$ cat src/rtl/tone_meter.sv
// Period meter for a square-wave input: reports period, half-period divider,
// a one-cycle update strobe, a silence flag and a frequency-lock flag.
module tone_meter #(
  parameter int CNT_W      = 20,
  parameter int MIN_PERIOD = 1000,
  parameter int TIMEOUT    = 1048575,
  parameter int LOCK_TOL   = 64
) (
  input  logic             clk,
  input  logic             rst_n,
  input  logic             tone_in,
  output logic [CNT_W-1:0] period,
  output logic [CNT_W-2:0] half_div,
  output logic             period_valid,
  output logic             silent,
  output logic             locked
);

  localparam logic [0:0] ST_SILENT = 1'b0;
  localparam logic [0:0] ST_RUN    = 1'b1;
  localparam int         DW        = CNT_W + 1;

  localparam logic [CNT_W-1:0] CNT_MAX = '1;
  localparam logic [CNT_W-1:0] MIN_C   = CNT_W'(MIN_PERIOD);
  localparam logic [CNT_W-1:0] TO_C    = CNT_W'(TIMEOUT);
  localparam logic [DW-1:0]    TOL_C   = DW'(LOCK_TOL);
  localparam logic [CNT_W-1:0] ONE     = CNT_W'(1);

  logic [2:0]       sync_q;
  logic             rise;
  logic [0:0]       state_q, state_d;
  logic [CNT_W-1:0] cnt_q, cnt_d;
  logic [CNT_W-1:0] period_q, period_d;
  logic [CNT_W-2:0] half_q, half_d;
  logic             valid_q, valid_d;
  logic             silent_q, silent_d;
  logic             locked_q, locked_d;
  logic             have_prev_q, have_prev_d;
  logic [DW-1:0]    cur_w, old_w, diff;

  // Two synchronizer flops plus one history flop for rising-edge detection
  assign rise = sync_q[1] & ~sync_q[2];

  assign cur_w = {1'b0, cnt_q};
  assign old_w = {1'b0, period_q};
  assign diff  = (cur_w >= old_w) ? (cur_w - old_w) : (old_w - cur_w);

  always_comb begin
    state_d     = state_q;
    cnt_d       = cnt_q;
    period_d    = period_q;
    half_d      = half_q;
    valid_d     = 1'b0;
    silent_d    = silent_q;
    locked_d    = locked_q;
    have_prev_d = have_prev_q;
    case (state_q)
      ST_SILENT: begin
        cnt_d = '0;
        if (rise) begin
          state_d = ST_RUN;
          cnt_d   = ONE;
        end
      end
      default: begin
        cnt_d = (cnt_q == CNT_MAX) ? cnt_q : cnt_q + 1'b1;
        // Timeout takes priority; a coincident edge still arms a new measurement
        if (cnt_q == TO_C) begin
          period_d    = '0;
          half_d      = '0;
          silent_d    = 1'b1;
          locked_d    = 1'b0;
          have_prev_d = 1'b0;
          if (rise) begin
            cnt_d = ONE;
          end else begin
            state_d = ST_SILENT;
            cnt_d   = '0;
          end
        end else if (rise && (cnt_q >= MIN_C)) begin
          period_d    = cnt_q;
          half_d      = cnt_q[CNT_W-1:1];
          valid_d     = 1'b1;
          cnt_d       = ONE;
          silent_d    = 1'b0;
          locked_d    = have_prev_q && (diff <= TOL_C);
          have_prev_d = 1'b1;
        end
      end
    endcase
  end

  always_ff @(posedge clk or negedge rst_n) begin
    if (!rst_n) begin
      sync_q      <= '0;
      state_q     <= ST_SILENT;
      cnt_q       <= '0;
      period_q    <= '0;
      half_q      <= '0;
      valid_q     <= 1'b0;
      silent_q    <= 1'b1;
      locked_q    <= 1'b0;
      have_prev_q <= 1'b0;
    end else begin
      sync_q      <= {sync_q[1:0], tone_in};
      state_q     <= state_d;
      cnt_q       <= cnt_d;
      period_q    <= period_d;
      half_q      <= half_d;
      valid_q     <= valid_d;
      silent_q    <= silent_d;
      locked_q    <= locked_d;
      have_prev_q <= have_prev_d;
    end
  end

  assign period       = period_q;
  assign half_div     = half_q;
  assign period_valid = valid_q;
  assign silent       = silent_q;
  assign locked       = locked_q;

endmodule

$ cat config.mk
export PLATFORM = sky130hd
export DESIGN_NAME = tone_meter
export DESIGN_NICKNAME = d
export VERILOG_FILES = /design/src/rtl/tone_meter.sv
export SDC_FILE = /design/constraint.sdc
export NUM_CORES = 1
export LEC_CHECK = 0
export CAP_MARGIN = 20
export CORE_UTILIZATION = 47
export CTS_CLUSTER_DIAMETER = 120
export DETAILED_ROUTE_END_ITERATION = 10
export GPL_TIMING_DRIVEN = 1
export PLACE_DENSITY_LB_ADDON = 0.12
export SYNTH_ARGS = -nofsm -noshare
export SYNTH_HDL_FRONTEND = slang
export SYNTH_SLANG_ARGS = --single-unit
$ cat constraint.sdc
create_clock -name clk -period 3.9 [get_ports clk]
set_input_delay 0.78 -clock clk [delete_from_list [all_inputs] [get_ports clk]]
set_output_delay 0.78 -clock clk [all_outputs]
set_load 0.02 [all_outputs]
==> results.yml <==
global_route:
  grt_pass1_wl_mm: 18.54
  grt_max_degree: 49
  grt_use_total_pct: 24.51
  overflow: 0
  antenna_found_initial: 0
  grt_pass1_vias: 3479
routing:
  dr.pass1.iters: 7
  dr.first_iter.drc_count: 240
  drc: 2
  routed_wl_mm: 11.30
  ant_nets: 0
  viasPerCell: 5.823
  num_vias: 3622
  wl_per_cell_um: 18.17
setup_path:
  rr_endpoint: "locked"
  arrival_ns: 3.65
  r2r-start: "period[12]"
  path_cells: "inv_1, ha_1, and4_2, nand4_4, o41ai_4, a21o_1, nor2_1, o21ai_0, xnor2_1, and4_1, o2111ai_1, o31ai_2"
  path_class: "reg2reg"
  reg2reg_slack_ns: 0.48
  endpoint_kind: "register"
  cp.required_ns: 4.13
  path_buf_inv: 1
  critPathSlowestCell: "ha_1"
  r2r_cells: 12
  cp-start-kind: "register"
  crit_fanout: 14
  crit_family: "compound AO/OA/AOI/OAI gates"
  slowest_delay_ns: 0.58
final_layout:
  layout.cells.most_common_list: "inv_1, dfrtp_1, clkdlybuf4s50_1"
  diodes: 0
  fill_cells: 838
  seq_area_um2: 1202
  multi_input_area_um2: 2666
  area_growth_pct: 11.21
  layout-drive-gt1-share_pct: 8.171
  fin_cells: 622
  final_common_cell: "inv_1"
  nets: 558
synth:
  synth_xor_xnor_area_share_pct: 7.726
  yosysTopAreaCellShare_pct: 27.30
  ys_seq_area_share_pct: 27.91
  synth_compound_gate_area_share_pct: 25.04
  postSynthNetCount: 543
  synth_edf_count: 0
  synth_cells: 498
  synth-main-ff-cell: "dfrtp_1"
  synthTopCellsByArea: "dfrtp_1, ha_1, xnor2_1"
  synth_simple_gate_area_share_pct: 16.64
  synth_top_family_by_area: "compound AO/OA/AOI/OAI gates"
  async_flop_share_pct: 100.0
  netlist_area_um2: 4308
  yosysUniqueCellTypes: 72
  yosys.area.top_type: "dfrtp_1"
  yosysWarnings: 0
  synthMuxAreaShare_pct: 0.2324
  synth_fa_ha_area_share_pct: 12.20
  synth.ff_latch_count: 48
  avgSynthCellArea_um2: 8.650
power:
  p_leak_nw: 2.206
  power_density_nw_per_um2: 485.0
  total_power_w: 0.002324
  vdd_ir_drop_max_uv: 243.5
clock_network:
  postCtsHoldBufs: 0
  postCtsSetupBuffers: 0
  cts.sinks: 48
  clock_tree.buffer_depth: 2
  clock-root-buffer: "clkbuf_8"
  cts_tree: "built"
  cts_buffers: 5
  htreeDepth: 2
  clk_pin_slew_ns: 0.10
  clk_latency_ns: 0.32
  cts_resized: 0
timing:
  worst_clock_skew_ns: 0.01044
  min_period_ns: 3.419
  fmax_mhz: 292.4
  tns_ns: 0
  rsz0062_at_grt: "no"
  period_share_pct: 87.68
  slew_headroom_pct: 29.28
  tightest_slew_ns: 1.058
  setup_viol: 0
  hold_violations: 0
  drv_slew: 0
place:
  place_congestion: 0.9497
  dp_cells: 613
  dp_hpwl_mm: 8.625
  portBuffers: 44
flow_run:
  maxCapViolations: 0
outcome:
  failed_checks: "DRC"
  status: "complete, but fails checks"
die:
  coreArea_um2: 8806
  dieHeight_um: 97.74
  die_w_um: 97.74
  die_area_um2: 9552
  io-pin-count: 45
  num_rows: 34
  start_util_pct: 48.92
worst_hold_path:
  hold_class: "in2async"
## cell families (layout without fill, tap and decap cells)
kind of cell	count (synthesis)	in the layout
AND/OR/NAND/NOR	140	140
buffers and inverters	90	106
adder cells (fa/ha/maj)	42	42
multiplexers	1	1
AO/OA/AOI/OAI	139	139
flip-flops	48	48
XOR/XNOR	38	38
## metrics by stage
| step | instance area [um2] | worst slack (ns) | util [%] | hold WS [ns] |
|---|---|---|---|---|
| 6_report | 4791 | 0.4806 | 54.40 | 0.3545 |
| 5_1_grt | 4791 | 0.2388 | 54.40 | 0.3844 |
| 4_1_cts | 4771 | 0.4910 | 54.18 | 0.3609 |
| 3_5_place_dp | 4649 | 0.5108 | 52.80 | 0.3379 |
| 3_3_place_gp | 4649 | 0.6219 | 52.80 | 0.3406 |
| 2_1_floorplan | 4308 | 0.8858 | - | 0.3312 |
## how the worst max path moves through the flow
stage | end | startpoint | slack [ns] | cells past startpoint
2_1_floorplan | locked | period[11] | 0.89 | 13
3_3_place_gp | locked | period[12] | 0.62 | 12
3_5_place_dp | locked | period[12] | 0.51 | 12
4_1_cts | locked | period[12] | 0.49 | 12
5_1_grt | locked | period[12] | 0.24 | 12
6_report | locked | period[12] | 0.48 | 12
## registers in the layout (all words and copies together), names as in the netlist
signal	count
cnt_q	20
sync_q	3
have_prev_q	1
period	20
period_valid	1
silent	1
locked	1
state_q	1
## synthesized netlist by cell type (8+ instances only)
cell type and count:
buf_4 25, nand3_1 18, o21ai_0 14, dfrtp_1 47
nand4_1 8, clkbuf_1 10, ha_1 42, nor3_1 9
xnor2_1 32, a21o_1 16, a22o_1 20, nand2_1 32
nor2_1 39, a21oi_1 32, inv_1 50
## metal layers
metal,vias up,track usage [%],part of all wire [%]
met1,1775,36.13,50
met4,0,8.392,2.4
met5,-,0,0
met2,73,37.32,45
met3,15,2.577,2.7
li1,1759,-,-
## area by class of cell
type                       instances  area share (%)
clock buffer                       6           1.724
inverter                          50           3.917
timing repair buffer              48           9.976
clock inverter                     2          0.8096
tap                              108           2.821
sequential                        48           25.10
multi-input combinational        360           55.65
## report_power, final
part | internal (W) | leakage [nW] | switching [W]
Combinational | 0.000563 | 1.50 | 0.000768
Sequential | 0.000534 | 0.642 | 0.0000610
Clock | 0.000210 | 0.0614 | 0.000187
Power figures use the tool's default switching activity.
